## config.mk

```make
export PLATFORM = sky130hd
export DESIGN_NAME = sm_scan_decoder
export DESIGN_NICKNAME = d
export VERILOG_FILES = /design/src/rtl/sm_scan_decoder.sv
export SDC_FILE = /design/constraint.sdc
export NUM_CORES = 1
export LEC_CHECK = 0
export CAP_MARGIN = 20
export CORE_MARGIN = 1.5
export CORE_UTILIZATION = 50
export DETAILED_ROUTE_END_ITERATION = 16
export PLACE_DENSITY_LB_ADDON = 0.1
export SLEW_MARGIN = 10
export SYNTH_ARGS = -nofsm -noshare
export SYNTH_HDL_FRONTEND = slang
export SYNTH_SLANG_ARGS = --single-unit
```

## constraint.sdc

```tcl
create_clock -name clk_50MHz -period 3.5 [get_ports clk_50MHz]
set_clock_uncertainty 0.2 [all_clocks]
set_input_delay 1.05 -clock clk_50MHz [delete_from_list [all_inputs] [get_ports clk_50MHz]]
set_output_delay 1.05 -clock clk_50MHz [all_outputs]
set_load 0.01 [all_outputs]
```

## src/rtl/sm_scan_decoder.sv

```systemverilog
// Rebuilds the four digits shown on a multiplexed 7-segment scan bus as BCD codes.
// Also reports decimal points, per-digit glyph legality, frame completion, scan stalls and multi-enable errors.
module sm_scan_decoder #(
  parameter bit SEG_ACT_LOW = 1'b1,
  parameter bit WEI_ACT_LOW = 1'b1,
  parameter int SETTLE_CYC  = 16,
  parameter int STALL_CYC   = 200000
) (
  input  logic        clk_50MHz,
  input  logic        reset,
  input  logic [7:0]  sm_duan,
  input  logic [3:0]  sm_wei,
  output logic [15:0] digits,
  output logic [3:0]  dp,
  output logic [3:0]  digit_valid,
  output logic        frame_done,
  output logic        scan_stall,
  output logic        err_multi
);

  localparam int CNT_W   = (SETTLE_CYC > 1) ? $clog2(SETTLE_CYC) : 1;
  localparam int STALL_W = $clog2(STALL_CYC + 1);
  localparam logic [CNT_W-1:0]   SETTLE_LAST = CNT_W'(SETTLE_CYC - 1);
  localparam logic [STALL_W-1:0] STALL_MAX   = STALL_W'(STALL_CYC);

  typedef enum logic [1:0] {IDLE, SETTLE, HELD} state_t;

  // Returns {valid, code}; unknown glyphs map to E and are flagged invalid.
  function automatic logic [4:0] decode_glyph(input logic [6:0] g);
    case (g)
      7'h3F:   decode_glyph = {1'b1, 4'h0};
      7'h06:   decode_glyph = {1'b1, 4'h1};
      7'h5B:   decode_glyph = {1'b1, 4'h2};
      7'h4F:   decode_glyph = {1'b1, 4'h3};
      7'h66:   decode_glyph = {1'b1, 4'h4};
      7'h6D:   decode_glyph = {1'b1, 4'h5};
      7'h7D:   decode_glyph = {1'b1, 4'h6};
      7'h07:   decode_glyph = {1'b1, 4'h7};
      7'h7F:   decode_glyph = {1'b1, 4'h8};
      7'h6F:   decode_glyph = {1'b1, 4'h9};
      7'h00:   decode_glyph = {1'b1, 4'hF};
      default: decode_glyph = {1'b0, 4'hE};
    endcase
  endfunction

  logic [7:0]         seg_q, seg_qq;
  logic [3:0]         wei_q, wei_qq;
  state_t             state;
  logic [CNT_W-1:0]   cnt;
  logic [3:0]         seen;
  logic [STALL_W-1:0] stall_cnt;

  logic       wei_onehot, wei_multi, same, capture;
  logic [1:0] sel;
  logic [3:0] seen_nxt;
  logic [4:0] dec;

  // Input stage: segment data is free-running, enables are reset so the FSM starts in IDLE.
  always_ff @(posedge clk_50MHz) begin
    seg_q  <= SEG_ACT_LOW ? ~sm_duan : sm_duan;
    seg_qq <= seg_q;
  end

  always_ff @(posedge clk_50MHz or negedge reset) begin
    if (!reset) begin
      wei_q  <= 4'h0;
      wei_qq <= 4'h0;
    end else begin
      wei_q  <= WEI_ACT_LOW ? ~sm_wei : sm_wei;
      wei_qq <= wei_q;
    end
  end

  always_comb begin
    wei_onehot = (wei_q != 4'h0) && ((wei_q & (wei_q - 4'd1)) == 4'h0);
    wei_multi  = (wei_q != 4'h0) && !wei_onehot;
    same       = ({seg_q, wei_q} == {seg_qq, wei_qq});
    capture    = wei_onehot && same && (state == SETTLE) && (cnt == SETTLE_LAST);
    dec        = decode_glyph(seg_q[6:0]);
    case (wei_q)
      4'b0010: sel = 2'd1;
      4'b0100: sel = 2'd2;
      4'b1000: sel = 2'd3;
      default: sel = 2'd0;
    endcase
    seen_nxt = seen | (4'b0001 << sel);
  end

  // Capture stage: settle FSM, digit slots, frame tracking and stall counter.
  always_ff @(posedge clk_50MHz or negedge reset) begin
    if (!reset) begin
      state       <= IDLE;
      cnt         <= '0;
      seen        <= 4'h0;
      stall_cnt   <= '0;
      frame_done  <= 1'b0;
      err_multi   <= 1'b0;
      digits      <= 16'hFFFF;
      dp          <= 4'h0;
      digit_valid <= 4'h0;
    end else begin
      frame_done <= 1'b0;
      if (wei_multi) err_multi <= 1'b1;

      if (!wei_onehot) begin
        state <= IDLE;
        cnt   <= '0;
      end else if (!same) begin
        state <= SETTLE;
        cnt   <= '0;
      end else begin
        case (state)
          IDLE: begin
            state <= SETTLE;
            cnt   <= '0;
          end
          SETTLE: begin
            if (cnt == SETTLE_LAST) state <= HELD;
            else                    cnt   <= cnt + 1'b1;
          end
          default: state <= HELD;
        endcase
      end

      if (capture) begin
        digits[{sel, 2'b00} +: 4] <= dec[3:0];
        dp[sel]                   <= seg_q[7];
        digit_valid[sel]          <= dec[4];
        stall_cnt                 <= '0;
        if (seen_nxt == 4'hF) begin
          seen       <= 4'h0;
          frame_done <= 1'b1;
        end else begin
          seen <= seen_nxt;
        end
      end else if (stall_cnt != STALL_MAX) begin
        stall_cnt <= stall_cnt + 1'b1;
      end
    end
  end

  assign scan_stall = (stall_cnt == STALL_MAX);

endmodule

```

==> results.tsv, run 1 <==
metric	value	unit
gp weighted congestion	0.821	
Die Wd	88.8	um
Post-synth EDFFs	0	
Core ar.	0.00718	mm^2
Total Power	1.70	mW
Critical Path RT	2250	ps
# IOs	41	
WS Path Type	reg -> out	
crit path from	stall_cnt[15]$_DFFE_PN0P_	
starting density of the core	0.513	
top_reg_cell synth	dfrtp_1	
clock-pin slew on the worst setup and hold paths	80	ps
global-route wire length before repair	11500	um
Yosys reg bits	78	
Hold Path Class	reg -> reg	
Area Overhead vs Synth	17.9	%
Filler cells	607	
Syn Std Cell Area	0.00368	mm^2
fin crit share	0.947	
Max Fclk	302	MHz
grt total ovfl	0	
Area contributors post-synth	dfrtp_1 31%, dfstp_2 11%, dfxtp_1 8.7%	
IO buf count	40	
register area	0.00189	mm^2
initial antenna violation count	0	
drt first pass iters	4	
CTS Buf Count	9	
yosys warns	0	
IR Drop Worst-Case VDD	0.000276	V
Synth async-reset ratio	0.795	
vias in the first global route	2485	
post-CTS sizing	1	
root buf cell	clkbuf_8	
post-route setup slack	185	ps
PwrDens	391	mW/mm^2
worst slack at placement	279	ps
CTS tree	built	
sum of negative setup slack	0	ps
cell leakage power	1.80	nW
DRT Wirelength	7080	um
later-pin clock latency in the skew report	350	ps
wire per inst	14.3	um
CTS max path bufs	2	
post-synth top area share	0.313	
FP Rows	31	
# setup viols final	0	
Seq/Total Area, Yosys	0.514	
crit start category	flop	
Clock Sinks	78	
Yosys top cell by area	dfrtp_1	
vias	2702	
Die Y	88.8	um
Relative slew margins	0.522	
Mean Syn Cell Area	10.5	um^2
DRC violations left	0	
Detail Route Antenna Nets	0	
depth of the CTS H-tree	3	
worst flop-to-flop path startpoint	wei_q[3]$_DFF_PN0_	
actual slew at the worst max-slew pin	712	ps
Final nets	415	
# Post-CTS Setup Buffers	0	
Iteration-0 DRC Markers	153	
Netlist cell types	50	
largest net degree at the start of global routing	30	
layout cell share with drive strength beyond 1	0.131	
crit path DAT	2060	ps
RSZ-0062 raised after global routing	false	
Period minus WS final	3310	ps
Multi-input gate area	0.00161	mm^2
vias per inst	5.46	
CP endpoint kind	output port	
full die area	0.00789	mm^2
hold_sp	seg_q[7]$_DFF_P_	
CTS Hold Bufs	0	
Synth Instances	349	
Slew Viols, Final	0	
# diodes	0	
DP HPWL	5150	um
status	finished, final reports clean	
GRT Util Overall	0.192	
Max FO, Critical Path	4	
post-synth net total	373	
count of final hold-check violations	0	
Max Cap Viol	0	
## through the flow
step                      cell area [um^2]   util  std cells  hold slack (ps)
after floorplan                       3680      -        349              129
after global placement                4140  0.578        479              232
after detailed placement              4140  0.578        479              235
after CTS                             4340  0.605        495              251
after global routing                  4340  0.605        495              264
final                                 4340  0.605        495              249
## per-layer routing
metal | global-route usage | up-vias | share of wire
met4 | 0.0852 | 0 | 0.016
met1 | 0.242 | 1317 | 0.46
li1 | - | 1319 | -
met5 | 0 | - | 0
met2 | 0.325 | 56 | 0.49
met3 | 0.0308 | 10 | 0.029
## critical path, stage by stage, from the launching register on
cell           delay (ps)
dfrtp_1               420
or4b_2                680
nor4_2                320
dlygate4sd2_1         310
## final timing paths
path	depth (start not counted)	end	slack, ps
worst max-delay path	3	scan_stall	190
worst min-delay path	0	seg_qq[7]$_DFF_P_	250
worst max register to register	5	digit_valid[0]$_DFFE_PN0P_	780
worst min register to register	0	seg_qq[7]$_DFF_P_	250
max in group asynchronous	2	state[1]$_DFFE_PN0P_	1850
min in group asynchronous	1	stall_cnt[10]$_DFFE_PN0P_	520
## cells in the mapped netlist (all sizes together) (3+ instances only)
library cell and n:
nand2 17, a21oi 10, dfstp 16, nor2b 3
o31ai 8, xor2 6, buf 6, nand3 20
clkbuf 8, inv 24, or3 4, nor4 17
dfrtp 46, nor3 7, and3 4, ha 10
nand4 12, nor2 30, dfxtp 16, mux2 9
a21o 11, xnor2 25, a22oi 3, o21ai 9
## sequential cells by signal, summed over array words and instances, names as in the netlist, 8 cells and up
signal,flops
seg_qq,8
digits,16
seg_q,8
stall_cnt,18
## kinds of logic (layout without fill, tap and decap cells)
kind of cell    after synthesis  in the layout  synth area share
mux                          10             10            0.0303
fa+ha+maj                    11             11            0.0367
compound gates               57             57             0.114
flops                        78             78             0.514
simple gates                124            124             0.182
xor+xnor                     31             31            0.0738
buf+inv                      38             85            0.0500
## placed cells by master, fill, tap and decap left out, types with 5 or more instances in the layout
master,count
xor2_1,6
mux2_2,9
a21o_1,11
dfrtp_1,46
inv_1,24
a21oi_1,10
nand4_1,12
dfxtp_1,16
nand2_1,17
clkdlybuf4s50_1,38
clkbuf_8,10
o21ai_0,9
nor2_1,30
dfstp_2,16
nor3_1,6
ha_1,10
nor4_1,15
buf_4,5
xnor2_1,25
nand3_1,20
o31ai_1,8
## power breakdown
part | switching (mW) | internal, mW | total (mW) | leakage, nW
logic | 0.0508 | 0.0394 | 0.0902 | 0.804
clock network | 0.324 | 0.349 | 0.674 | 0.0936
registers | 0.0215 | 0.914 | 0.936 | 0.904
total | 0.397 | 1.30 | 1.70 | 1.80
## cell type report
class | instances | share of cell area
clock buffers | 11 | 0.0326
clock inverters | 5 | 0.0133
inverters | 24 | 0.0207
multi-input cells | 233 | 0.370
flip-flops and latches | 78 | 0.436
well taps | 99 | 0.0285
repair buffers | 45 | 0.0994
(Power assumes the default switching activity.)
==> inputs of run 2 (changes only) <==
ABC_AREA = 0   (was unset)
CTS_CLUSTER_DIAMETER = 80   (was unset)
SKIP_LAST_GASP = 1   (was unset)
==> results of run 2 <==
Same layout as run 1: the final DEF is identical, and so are final timing and power.
